[src/rtl/thresholding_cfg_sequencer.sv]
// Streams K-bit thresholds into a thresholding instance's cfg port, then optionally
// reads them all back and checks the readback count and per-channel ascending order.
module thresholding_cfg_sequencer #(
    parameter  int N          = 4,
    parameter  int K          = 8,
    parameter  int C          = 4,
    parameter  int PE         = 1,
    parameter  int SIGNED     = 1,
    parameter  int RB_TIMEOUT = 256,
    localparam int NCF        = C / PE,
    localparam int CFB        = $clog2(NCF),
    localparam int PEB        = $clog2(PE),
    localparam int AW         = CFB + PEB + N
) (
    input  logic          clk_i,
    input  logic          rst_i,
    input  logic          start_i,
    input  logic          verify_i,
    output logic          busy_o,
    output logic          done_o,
    output logic [2:0]    err_o,
    input  logic          s_tvalid_i,
    output logic          s_tready_o,
    input  logic [K-1:0]  s_tdata_i,
    output logic          cfg_en_o,
    output logic          cfg_we_o,
    output logic [AW-1:0] cfg_a_o,
    output logic [K-1:0]  cfg_d_o,
    input  logic          cfg_rack_i,
    input  logic [K-1:0]  cfg_q_i
);

    localparam int T  = C * (2**N - 1);
    localparam int OW = $clog2(T + 1);
    localparam int TW = $clog2(RB_TIMEOUT + 1);
    localparam int CW = (CFB > 0) ? CFB : 1;
    localparam int PW = (PEB > 0) ? PEB : 1;

    localparam logic [N-1:0]  OFS_LAST = N'(2**N - 2);
    localparam logic [PW-1:0] PE_LAST  = PW'(PE - 1);
    localparam logic [CW-1:0] CF_LAST  = CW'(NCF - 1);
    localparam logic [TW-1:0] TMO_LAST = TW'(RB_TIMEOUT - 1);

    typedef enum logic [2:0] {IDLE, LOAD, RDISS, RDRAIN, FIN} state_t;

    typedef struct packed {
        logic [CW-1:0] cf;
        logic [PW-1:0] pe;
        logic [N-1:0]  ofs;
    } walk_t;

    function automatic walk_t walk_next(input walk_t w);
        walk_t r;
        r = w;
        if (w.ofs == OFS_LAST) begin
            r.ofs = '0;
            if (w.pe == PE_LAST) begin
                r.pe = '0;
                r.cf = (w.cf == CF_LAST) ? '0 : w.cf + 1'b1;
            end else begin
                r.pe = w.pe + 1'b1;
            end
        end else begin
            r.ofs = w.ofs + 1'b1;
        end
        return r;
    endfunction

    function automatic logic walk_last(input walk_t w);
        return (w.ofs == OFS_LAST) && (w.pe == PE_LAST) && (w.cf == CF_LAST);
    endfunction

    // Shifts rather than a concatenation so absent (zero-width) pe/cf fields vanish cleanly.
    function automatic logic [AW-1:0] walk_addr(input walk_t w);
        return AW'(w.ofs) | (AW'(w.pe) << N) | (AW'(w.cf) << (N + PEB));
    endfunction

    function automatic logic not_above(input logic [K-1:0] a, input logic [K-1:0] b);
        if (SIGNED != 0) return $signed(a) <= $signed(b);
        else             return a <= b;
    endfunction

    state_t        state_q, state_d;
    logic          ver_q, ver_d;
    logic [2:0]    err_q, err_d;
    walk_t         iw_q, iw_d;
    walk_t         rw_q, rw_d;
    logic [K-1:0]  ld_prev_q, ld_prev_d;
    logic [K-1:0]  rb_prev_q, rb_prev_d;
    logic [OW-1:0] out_q, out_d;
    logic [TW-1:0] tmo_q, tmo_d;
    logic          issue, rack_ok, rb_active;

    always_comb begin
        state_d    = state_q;
        ver_d      = ver_q;
        err_d      = err_q;
        iw_d       = iw_q;
        rw_d       = rw_q;
        ld_prev_d  = ld_prev_q;
        rb_prev_d  = rb_prev_q;
        out_d      = out_q;
        tmo_d      = tmo_q;
        busy_o     = 1'b0;
        done_o     = 1'b0;
        s_tready_o = 1'b0;
        cfg_en_o   = 1'b0;
        cfg_we_o   = 1'b0;
        cfg_a_o    = walk_addr(iw_q);
        cfg_d_o    = s_tdata_i;
        issue      = 1'b0;
        rb_active  = (state_q == RDISS) || (state_q == RDRAIN);
        rack_ok    = rb_active && cfg_rack_i && (out_q != '0);

        case (state_q)
            IDLE: begin
                if (start_i) begin
                    ver_d   = verify_i;
                    err_d   = '0;
                    iw_d    = '0;
                    rw_d    = '0;
                    out_d   = '0;
                    tmo_d   = '0;
                    state_d = LOAD;
                end
            end
            LOAD: begin
                busy_o     = 1'b1;
                s_tready_o = 1'b1;
                cfg_en_o   = s_tvalid_i;
                cfg_we_o   = s_tvalid_i;
                if (s_tvalid_i) begin
                    ld_prev_d = s_tdata_i;
                    if (iw_q.ofs != '0 && not_above(s_tdata_i, ld_prev_q)) err_d[0] = 1'b1;
                    iw_d = walk_next(iw_q);
                    if (walk_last(iw_q)) state_d = ver_q ? RDISS : FIN;
                end
            end
            RDISS: begin
                busy_o   = 1'b1;
                cfg_en_o = 1'b1;
                issue    = 1'b1;
                iw_d     = walk_next(iw_q);
                if (walk_last(iw_q)) state_d = RDRAIN;
            end
            RDRAIN: begin
                busy_o = 1'b1;
            end
            FIN: begin
                done_o  = 1'b1;
                state_d = IDLE;
            end
            default: state_d = IDLE;
        endcase

        // Return side runs independently of the issue walk; racks arrive in issue order.
        if (rb_active) begin
            if (issue && !rack_ok)      out_d = out_q + 1'b1;
            else if (!issue && rack_ok) out_d = out_q - 1'b1;

            if (rack_ok) begin
                rb_prev_d = cfg_q_i;
                if (rw_q.ofs != '0 && not_above(cfg_q_i, rb_prev_q)) err_d[1] = 1'b1;
                rw_d  = walk_next(rw_q);
                tmo_d = '0;
                if (walk_last(rw_q) && state_q == RDRAIN) state_d = FIN;
            end else if (out_q != '0) begin
                tmo_d = tmo_q + 1'b1;
                if (tmo_q == TMO_LAST) begin
                    err_d[2] = 1'b1;
                    state_d  = FIN;
                end
            end
        end
    end

    always_ff @(posedge clk_i or posedge rst_i) begin
        if (rst_i) begin
            state_q   <= IDLE;
            ver_q     <= 1'b0;
            err_q     <= '0;
            iw_q      <= '0;
            rw_q      <= '0;
            ld_prev_q <= '0;
            rb_prev_q <= '0;
            out_q     <= '0;
            tmo_q     <= '0;
        end else begin
            state_q   <= state_d;
            ver_q     <= ver_d;
            err_q     <= err_d;
            iw_q      <= iw_d;
            rw_q      <= rw_d;
            ld_prev_q <= ld_prev_d;
            rb_prev_q <= rb_prev_d;
            out_q     <= out_d;
            tmo_q     <= tmo_d;
        end
    end

    assign err_o = err_q;

endmodule
[config.mk]
export PLATFORM = sky130hd
export DESIGN_NAME = thresholding_cfg_sequencer
export DESIGN_NICKNAME = d
export VERILOG_FILES = /design/src/rtl/thresholding_cfg_sequencer.sv
export SDC_FILE = /design/constraint.sdc
export NUM_CORES = 1
export LEC_CHECK = 0
export ABC_CLOCK_PERIOD_IN_PS = 2600
export BUFFER_PORTS_ARGS = -buffer_cell sky130_fd_sc_hd__buf_4
export CAP_MARGIN = 20
export CORE_MARGIN = 2
export CORE_UTILIZATION = 46
export CTS_BUF_LIST = sky130_fd_sc_hd__clkbuf_16
export CTS_CLUSTER_SIZE = 25
export DETAILED_ROUTE_END_ITERATION = 7
export PLACE_DENSITY_LB_ADDON = 0.2
export SLEW_MARGIN = 20
export SYNTH_ARGS = -nofsm -noshare
export SYNTH_HDL_FRONTEND = slang
export SYNTH_SLANG_ARGS = --single-unit
[constraint.sdc]
create_clock -name clk_i -period 2.6 [get_ports clk_i]
set_input_delay 0.52 -clock clk_i [delete_from_list [all_inputs] [get_ports clk_i]]
set_output_delay 0.52 -clock clk_i [all_outputs]
set_load 0.01 [all_outputs]
* Word level (Yosys, flattened, before mapping)
Cells that the tools add are included. W data, S select, Z words.
Word-level totals: input bits 22, flip-flop bits (word level) 52, output and inout port bits 22
Cells by class: $add $sub $neg 9, reduce and logical (&&, ||, !) cells 27, multiplexer cells 59, order comparisons 2, bitwise gates (word level) 4, eq/ne operators 14
Operators with widths (count):
- $mux W9 | 5
- $mux W7 | 6
- $mux W3 | 13
- $mux W6 | 5
- $pmux W7 S3 | 1
- $mux W1 | 18
- $le A8 B8 Y1 | 2
- $mux W2 | 6
- $pmux W3 S4 | 1
- $logic_and A1 B1 Y1 | 11
- $add A9 B1 Y9 const B | 1
- $eq A9 B8 Y1 const B | 1
- $add A4 B1 Y4 const B | 2
- $eq A4 B4 Y1 const B | 2
- $mux W4 | 2
- $reduce_and A2 Y1 | 4
- $reduce_bool A4 Y1 | 2
- $add A6 B1 Y6 const B | 1
- $eq A3 B2 Y1 const B | 2
- $ne A2 B2 Y1 const B | 3
- $or A5 B6 Y6 | 1
- $reduce_bool A6 Y1 | 1
- $sub A6 B1 Y6 const B | 1
- $or A4 B5 Y5 | 1
- 17 further kinds | 23

* Longest topological paths before layout
depth in word-level cells 10, depth in mapped cells 9, mapped depth without buffers 9

* Worst setup path after synthesis
OpenSTA, ideal clock, no wires.
kind register -> register, start point reg out_q[0], end point reg rw_q[5] (netlist name), path buffers 1, clock period less this slack 1725 ps, stages on the path, launching flop included 8, slack 875 ps, setup time 122 ps, data arrival time 1604 ps, path through dfrtp_1 inv_1 ha_1 nor3b_4 a21o_4 nor2_4 buf_4 a32o_1
On the way: word-level cells in the longest chain between the ends 4
RTL lines:
- start, declared | RTL line 90 | logic [OW-1:0] out_q, out_d;
- start signal, assigned | RTL line 196 | out_q <= out_d;
- $reduce_bool A6 Y1 (*) | RTL line 113 | rack_ok = rb_active && cfg_rack_i && (out_q != '0);
- $logic_and A1 B1 Y1 (*) | RTL line 113
- $ne A3 B2 Y1 (no source line) (tied with other cells)
- $reduce_and A2 Y1 (no source line) or $mux W7 (tied branches)
- end signal, assigned | RTL line 193 | rw_q <= rw_d;
- end, declared | RTL line 87 | walk_t rw_q, rw_d;
Mark *: on every way between the ends. The rest lies on a longest branch, timed or not. A chain may end at the register's enable or synchronous reset.

* Final worst setup path
start point reg state_q[0], end point out cfg_en_o
On the way: word-level cells in the longest chain between the ends 2
RTL lines:
- start, declared | RTL line 83 | state_t state_q, state_d;
- start signal, assigned | RTL line 189 | state_q <= state_d;
- $eq A3 B2 Y1 or $eq A3 B1 Y1 (tied branches) | RTL line 115 | case (state_q)
- $pmux W1 S2 (*) | RTL line 115
- end, declared | RTL line 25 | output logic cfg_en_o,
Marked as above.

==> flow_summary.json <==
{
  "portBuffers": 43,
  "diodes": 0,
  "cts_buffer_depth": 2,
  "p_sw_frac": 0.341,
  "final-setup-viol-count": 0,
  "p_clk_frac": 0.262,
  "crit_family": "flip-flops",
  "post_cts.repair.setup_buffers": 0,
  "ys_types": 68,
  "drc": 0,
  "finalHoldViolations": 0,
  "grt_pass1_vias": 2285,
  "p_per_area_nw_per_um2": 771,
  "vias": 2511,
  "dp.final_hpwl_um": 4700,
  "slowest_delay_ns": 0.64,
  "cts_root_buf": "clkbuf_16",
  "cts_tree": "built",
  "grt_pass1_wl_um": 10900,
  "insertion_delay_ns": 0.29,
  "relSlewSlack": 0.553,
  "place.gp.congestion": 0.782,
  "finalClockSkew_ns": 0.00227,
  "vias_per_cell": 5.59,
  "yosys-top-cells-area": "dfrtp_1 41%, ha_1 8.8%, nand2_1 4.3%",
  "arrival_ns": 1.65,
  "nNetsFinal": 413,
  "yosysSeqAreaShare": 0.408,
  "synth_seq_cells": 51,
  "syn_area_um2": 3120,
  "vdd_drop_max_mv": 0.350,
  "grt_overflow_total": 0,
  "status": "completed",
  "async_flop_share": 1.00,
  "grt_max_degree": 31,
  "netlist_instances": 337,
  "p_sw_uw": 949,
  "ctsResizeCount": 0,
  "antenna_found_initial": 0,
  "ys_top_cells_by_count": "51 x dfrtp_1, 36 x nand2_1, 24 x inv_1, 23 x nor2_1, 22 x ha_1",
  "hold_buffers": 0,
  "die_w_um": 86.4,
  "placed_cell_area_um2": 3450,
  "area_delta_synth_final_pct": 15.4,
  "combPwrFrac": 0.331,
  "initial_core_util": 0.468,
  "clk_pin_slew_worst_paths_ns": 0.06,
  "max_freq_ghz": 0.461,
  "cp-start-kind": "flip-flop",
  "rsz0062_at_grt": "false",
  "synth-edff-count": 0,
  "ff_latch_area_um2": 1280,
  "worstPathRequired_ns": 2.08,
  "cp_max_fo": 17,
  "syn_nets": 381,
  "tightest_slew_ns": 0.661,
  "fin_area_um2": 3600,
  "numCtsBuffers": 5,
  "synthFlopType": "dfrtp_1",
  "drv_cap": 0,
  "rows": 30,
  "drive_gt1_frac": 0.190,
  "post-route-min-period_ns": 2.17,
  "yosysTopAreaCell": "dfrtp_1",
  "yosysMostFrequentCell": "dfrtp_1",
  "core_area_um2": 6680,
  "routed_wl_um": 6400,
  "grtUsageTotal": 0.181,
  "yosysTopAreaCellShare": 0.408,
  "total_power_uw": 2780,
  "p_leak_uw": 0.00170,
  "drv_slew": 0,
  "ios": 44,
  "die_h_um": 86.4,
  "slowest_stage": "dfrtp_1",
  "multi_input_area_um2": 1620,
  "cts.sinks": 51,
  "seqPwrFrac": 0.407,
  "whs_ns": 0.264,
  "wire_per_inst_um": 14.2,
  "p_int_uw": 1830,
  "first_iter_violations": 95,
  "reg2reg_from": "state_q[2]",
  "firstDrtPassIters": 4,
  "fin_crit_sh": 0.835,
  "worst_setup_path_end_kind": "output pin",
  "criticalPathCategory": "reg -> out",
  "setup_tns_ns": 0,
  "syn_avg_cell_area_um2": 9.27,
  "htree_levels": 2,
  "critical_path_buf_inv_count": 1,
  "crit_start": "state_q[0]",
  "crit_chain": "nand3b_1 -> a21oi_1 -> buf_4",
  "fillers": 632,
  "ant_nets": 0,
  "hold_class": "in -> async",
  "yosysWarnings": 0,
  "postLayoutCoreUtil": 0.540,
  "die-area_um2": 7470
}
[metrics by stage]
step	setup WS (ns)	std cells
floorplan	0.850	337
global placement	0.653	442
detailed placement	0.560	442
CTS	0.443	449
global route	0.350	449
finish	0.430	449
[path summary, 6_finish.rpt]
check	endpoint	slack, ns	cells after the start
worst max-delay path	cfg_en_o	0.43	3
max in group asynchronous	out_q[1]	1.80	3
min in group clk_i	ver_q	0.43	3
worst min register to register	state_q[2]	0.49	1
worst min-delay path	rb_prev_q[1]	0.26	2
worst max register to register	rw_q[3]	0.58	5
[power by group through the flow]
stage               logic [µW]  registers (µW)  clock network, µW
floorplan                  674            1100                  0
global placement           908            1140                  0
detailed placement         926            1140                  0
CTS                        931            1130                745
global route              1050            1160                773
finish                     921            1130                728
[area by class of cell]
cell class,count,share of cell area
repair buffers,46,0.0993
multi-input cells,240,0.449
clock inverters,2,0.00937
flip-flops and latches,51,0.354
clock buffers,5,0.0347
inverters,25,0.0260
well taps,80,0.0278
[routing by layer]
metal / up-vias / share of wire / global-route usage
met4: 0 / 0.011 / 0.0469
met1: 1202 / 0.50 / 0.259
li1: 1271 / - / -
met2: 32 / 0.46 / 0.281
met3: 6 / 0.028 / 0.0371
met5: - / 0 / 0
[state kept, by name, indices dropped and copies added (netlist names)]
name       flops
err_o          3
iw_q           6
ld_prev_q      8
out_q          6
rb_prev_q      8
rw_q           7
state_q        3
tmo_q          9
ver_q          1
[cells by family after synthesis]
| group | after synthesis | synth area share |
|---|---|---|
| DFF | 51 | 0.408 |
| muxes | 4 | 0.0132 |
| and+or+nand+nor | 113 | 0.186 |
| xor gates and xnor gates | 5 | 0.0140 |
| AOI/OAI and AO/OA | 96 | 0.216 |
| buffers and inverters | 46 | 0.0737 |
| adders and majority gates | 22 | 0.0881 |
[cells in the final DEF, fill, tap and decap left out, types with 5 or more instances in the layout]
cell type / count
a21oi_1: 15
nor2_1: 23
buf_4: 45
inv_1: 24
nor2b_1: 5
clkbuf_16: 5
o21ai_1: 16
ha_1: 22
nand2_1: 36
nand4_1: 6
nand3_1: 17
o21ai_0: 16
dfrtp_1: 51
Note: power is estimated with default switching activity, not from simulation.
